## src/rtl/link_token_credit_ctr.sv

```systemverilog
// link_token_credit_ctr
// Upstream-link flow-control stage. Synchronises the asynchronous io_token_i
// into the io clock domain and treats each token edge, rising or falling, as a
// return of 2^LG_DECIM credits. It counts words launched by the serializer and
// raises ready_o while at least one credit is held.
//
// Handshake: a word is transferred in a cycle where send_v_i && ready_o.
// ready_o is derived only from registered state. A send_v_i while ready_o is
// low is a protocol violation: the word is not counted and err_o is set.
//
// Optional build macro LINK_CREDIT_STALL_STATS_EN adds the stall_cnt_o and
// max_outstanding_o statistics outputs.
module link_token_credit_ctr #(
    parameter int CREDIT_MAX  = 32,
    parameter int LG_DECIM    = 3,
    parameter int SYNC_STAGES = 2,
    parameter int CNT_W       = 7
) (
    input  logic                          clk,
    input  logic                          rst,
    input  logic                          io_token_i,
    input  logic                          send_v_i,
    output logic                          ready_o,
    output logic [$clog2(CREDIT_MAX):0]   credit_cnt_o,
    output logic [CNT_W-1:0]              sent_cnt_o,
    output logic [CNT_W-1:0]              finish_cnt_o,
`ifdef LINK_CREDIT_STALL_STATS_EN
    output logic [15:0]                   stall_cnt_o,
    output logic [$clog2(CREDIT_MAX):0]   max_outstanding_o,
`endif
    output logic                          err_o
);

    localparam int CW = $clog2(CREDIT_MAX) + 1;
    localparam int PW = $clog2(SYNC_STAGES + 1);
    localparam logic [CW:0]   RET_VAL  = (CW+1)'(2 ** LG_DECIM);
    localparam logic [CW:0]   MAX_WIDE = (CW+1)'(CREDIT_MAX);
    localparam logic [CW-1:0] MAX_CRED = CW'(CREDIT_MAX);
    localparam logic [PW-1:0] PRIME_LAST = PW'(SYNC_STAGES);

    // PRIME masks edge detection until the synchroniser holds a settled value.
    typedef enum logic {
        ST_PRIME = 1'b0,
        ST_RUN   = 1'b1
    } state_t;

    state_t                 state;
    logic [PW-1:0]          prime_cnt;
    logic [SYNC_STAGES-1:0] sync_q;
    logic                   sync_out;
    logic                   edge_reg;
    logic                   tok_edge;
    logic [CW:0]            ret;
    logic                   use_credit;
    logic                   underflow;
    logic [CW:0]            net;
    logic                   overflow;

    assign sync_out   = sync_q[SYNC_STAGES-1];
    assign ready_o    = (credit_cnt_o != '0);
    assign tok_edge   = (state == ST_RUN) && (sync_out ^ edge_reg);
    assign ret        = tok_edge ? RET_VAL : '0;
    assign use_credit = send_v_i & ready_o;
    assign underflow  = send_v_i & ~ready_o;
    // Net is one bit wider than the counter so a return plus a full pool
    // cannot wrap before the saturation check.
    assign net        = {1'b0, credit_cnt_o} + ret - {{CW{1'b0}}, use_credit};
    assign overflow   = (net > MAX_WIDE);

    // Token synchroniser: shift io_token_i through SYNC_STAGES flops.
    always_ff @(posedge clk) begin
        if (rst) begin
            sync_q <= '0;
        end else begin
            sync_q <= {sync_q[SYNC_STAGES-2:0], io_token_i};
        end
    end

    // Prime/run sequencing and edge-detect register.
    always_ff @(posedge clk) begin
        if (rst) begin
            state     <= ST_PRIME;
            prime_cnt <= '0;
            edge_reg  <= 1'b0;
        end else begin
            edge_reg <= sync_out;
            if (state == ST_PRIME) begin
                if (prime_cnt == PRIME_LAST) begin
                    state <= ST_RUN;
                end else begin
                    prime_cnt <= prime_cnt + 1'b1;
                end
            end
        end
    end

    // Credit pool, word/return counters and sticky error flag.
    always_ff @(posedge clk) begin
        if (rst) begin
            credit_cnt_o <= MAX_CRED;
            sent_cnt_o   <= '0;
            finish_cnt_o <= '0;
            err_o        <= 1'b0;
        end else begin
            credit_cnt_o <= overflow ? MAX_CRED : net[CW-1:0];
            sent_cnt_o   <= sent_cnt_o + {{(CNT_W-1){1'b0}}, use_credit};
            finish_cnt_o <= finish_cnt_o + CNT_W'(ret);
            if (underflow || overflow) begin
                err_o <= 1'b1;
            end
        end
    end

`ifdef LINK_CREDIT_STALL_STATS_EN
    logic [CW-1:0] outstanding;
    assign outstanding = MAX_CRED - credit_cnt_o;

    // Stall cycle counter (saturating) and outstanding-credit high-water mark.
    always_ff @(posedge clk) begin
        if (rst) begin
            stall_cnt_o       <= '0;
            max_outstanding_o <= '0;
        end else begin
            if ((state == ST_RUN) && !ready_o && (stall_cnt_o != 16'hFFFF)) begin
                stall_cnt_o <= stall_cnt_o + 16'd1;
            end
            if (outstanding > max_outstanding_o) begin
                max_outstanding_o <= outstanding;
            end
        end
    end
`endif

endmodule

```

## config.mk

```make
export PLATFORM = sky130hd
export DESIGN_NAME = link_token_credit_ctr
export DESIGN_NICKNAME = d
export VERILOG_FILES = /design/src/rtl/link_token_credit_ctr.sv
export SDC_FILE = /design/constraint.sdc
export NUM_CORES = 1
export LEC_CHECK = 0
export CELL_PAD_IN_SITES_DETAIL_PLACEMENT = 0
export CELL_PAD_IN_SITES_GLOBAL_PLACEMENT = 2
export CORE_MARGIN = 2
export CORE_UTILIZATION = 30
export DETAILED_ROUTE_END_ITERATION = 7
export GPL_TIMING_DRIVEN = 0
export PLACE_DENSITY = 0.83
export SLEW_MARGIN = 0
export SYNTH_ARGS = -nofsm -noshare
export SYNTH_HDL_FRONTEND = slang
export SYNTH_SLANG_ARGS = --single-unit
```

## constraint.sdc

```tcl
create_clock -name clk -period 3 [get_ports clk]
set_input_delay 0.6 -clock clk [delete_from_list [all_inputs] [get_ports clk]]
set_output_delay 0.6 -clock clk [all_outputs]
set_load 0.03 [all_outputs]
```

==> run_results.csv <==
group,metric,value,unit
cts,numCtsBuffers,3,
global_routing,use_met3,4.00,%
cts,h-tree-depth,1,
worst_setup_path,end_kind,"register",
timing,period_minus_slack,2900,ps
cts,clk_latency,260,ps
layout,fin_nets,173,
timing,setup-violations-final,0,
logic_synthesis,ys_types,33,
logic_synthesis,ys.flop_type,"dfxtp_1",
worst_setup_path,cp_data_arrival_time,3110,ps
place,gp_congestion,0.748,
floorplan,die_area,0.00456,mm^2
worst_setup_path,cp-start-kind,"input port",
layout,final_common_cell,"clkdlybuf4s50_1",
pwr,peakVddDrop,314,uV
run_status,status,"finished clean",
layout,reg.largest.list,"sent_cnt_o x7, credit_cnt_o x6, finish_cnt_o x4",
pwr,seqPwrFrac,30.2,%
timing,tns,0,ps
worst_setup_path,crit_fanout,2,
logic_synthesis,yosys_warnings,0,
drt,drt_iter0_markers,21,
place,io_buffers,22,
global_routing,grt_use_total,11.4,%
cts,ctsRootBufferMaster,"clkbuf_8",
cts,cts_tree,"done",
min_path,min_path_type,"reg -> reg",
global_routing,use_met1,15.1,%
drt,ant_nets,0,
drt,wl,2200,um
cts,cts.hold.buffers_added,0,
global_routing,grt_pass1_vias,889,
logic_synthesis,syn_area_per_cell,9.68,um^2
drt,wl_per_cell,10.8,um
layout,syn_to_final_growth,33.9,%
drt,vias,918,
global_routing,use_met2,17.8,%
floorplan,start_util,30.7,%
timing,whs,455,ps
drt,drtPass1Iterations,4,
global_routing,grt.overflow.total,0,
layout,top_register,"sent_cnt_o",
pwr,internal_power,0.878,mW
pwr,combPwrFrac,50.0,%
worst_setup_path,critPathKind,"in -> reg",
drt,via_per_inst,4.50,
floorplan,core.rowCount,23,
pwr,powerDensity,858,mW/mm^2
drt,remaining_drc_errors,0,
layout,design_area,0.00162,mm^2
floorplan,die_h,67.5,um
cts,cts.clk_slew.worst_paths,80,ps
timing,drv_slew,0,
global_routing,antenna_found_initial,0,
timing,timing.final.ws_setup,101,ps
global_routing,grt_max_degree,15,
layout,drive_above_1_share,14.9,%
pwr,power_leakage,0.668,nW
layout,fill_cells,375,
logic_synthesis,synth_area,0.00121,mm^2
pwr,p_sw_share,36.9,%
floorplan,core,0.00394,mm^2
layout,diodes,0,
timing,max_freq,345,MHz
cts,cts.path.max_buffers,2,
global_routing,grt_pass1_wl,3910,um
pwr,p_sw,0.513,mW
layout,largest_register_ffs,7,
floorplan,die_x,67.5,um
logic_synthesis,ys_seq_elements,24,
logic_synthesis,ys_seq_area_share,39.7,%
logic_synthesis,synth_async_sr_flop_share,0,%
place,dpl_cell_area,0.00152,mm^2
timing,finalClockSkew,3.46,ps
global_routing,busiest_layer,"met2",
floorplan,io_pins,26,
layout,final_cell_mix,"22 x clkdlybuf4s50_1, 19 x dfxtp_1, 13 x nor2_1, 12 x inv_1, 11 x ha_1",
timing,hold_violations,0,
timing,finalCritPeriodShare,96.6,%
cts,cts.sinks,24,
logic_synthesis,syn_inst,125,
worst_setup_path,critPathRequiredTime,3210,ps
run,cap_violations,0,
place,pre_cts_ws,-278,ps
logic_synthesis,synth_edf_count,0,
place,post-dp-hpwl,1780,um
pwr,clkPwrFrac,19.8,%
logic make-up after synthesis:
| group | share of synthesized area [%] |
|---|---|
| xor+xnor | 7.96 |
| compound gates | 7.03 |
| other cells | 0.310 |
| fa+ha+maj | 15.1 |
| flops | 39.7 |
| simple gates | 23.7 |
| buf+inv | 6.20 |
power by group through the flow:
stage | clock network, mW | logic, mW | registers [mW]
after floorplan | 0 | 0.439 | 0.485
after global placement | 0 | 0.661 | 0.426
after detailed placement | 0 | 0.667 | 0.430
after CTS | 0.287 | 0.683 | 0.423
after global routing | 0.298 | 0.778 | 0.430
final | 0.276 | 0.695 | 0.420
Yosys cell counts (all sizes together), types with 3 or more instances:
cell type,count,area [um^2]
xnor2,7,61.3
nor2b,8,50.1
buf,3,22.5
nor4,6,50.0
nand3,4,20.0
and3,3,18.8
dfxtp,24,480
inv,12,45.0
nor2,13,48.8
xor2,4,35.0
ha,13,163
worst max-delay path, stage by stage:
cell	delay, ps
clkdlybuf4s50_1	500
and2_4	160
ha_1	130
inv_1	60
ha_4	170
fa_1	460
nand4bb_1	200
or4b_1	510
o211ai_1	130
and4b_1	200
layer usage:
metal,share of wire (%),vias to the layer above
li1,-,478
met1,49,415
met2,45,23
met3,5.9,2
met4,0.36,0
met5,0,-
what timing repair did:
action	in CTS	in global routing
endpoints found under the setup margin	1	2
pin swaps	1	1
endpoints found under the hold margin	0	0
buffers inserted	1	0
gates resized for setup	0	4
per-stage QoR:
step                      util [%]  instances  total power, mW
after CTS                     40.7        204             1.39
after global placement        38.7        199             1.09
final                         41.1        204             1.39
after global routing          41.1        204             1.51
after floorplan                  -        127            0.923
after detailed placement      38.7        199             1.10
cell type report:
type                            instances  area (um^2)  area share (%)
Buffer                                  5         30.0            1.85
Clock inverter                          1         30.0            1.85
Multi-Input combinational cell         86          697            43.0
Timing Repair Buffer                   23          228            14.1
Tap cell                               50         62.6            3.86
Sequential cell                        24          487            30.0
Inverter                               12         45.0            2.78
Clock buffer                            3         41.3            2.55
worst paths after layout:
path         slack, ps  cells after the start         endpoint            start
max                100                     10  credit_cnt_o[1]         send_v_i
min                460                      1        sync_q[1]        sync_q[0]
max reg2reg        160                     11  credit_cnt_o[1]  credit_cnt_o[0]
min reg2reg        460                      1        sync_q[1]        sync_q[0]
No activity file was read; power rests on OpenSTA's default activity.
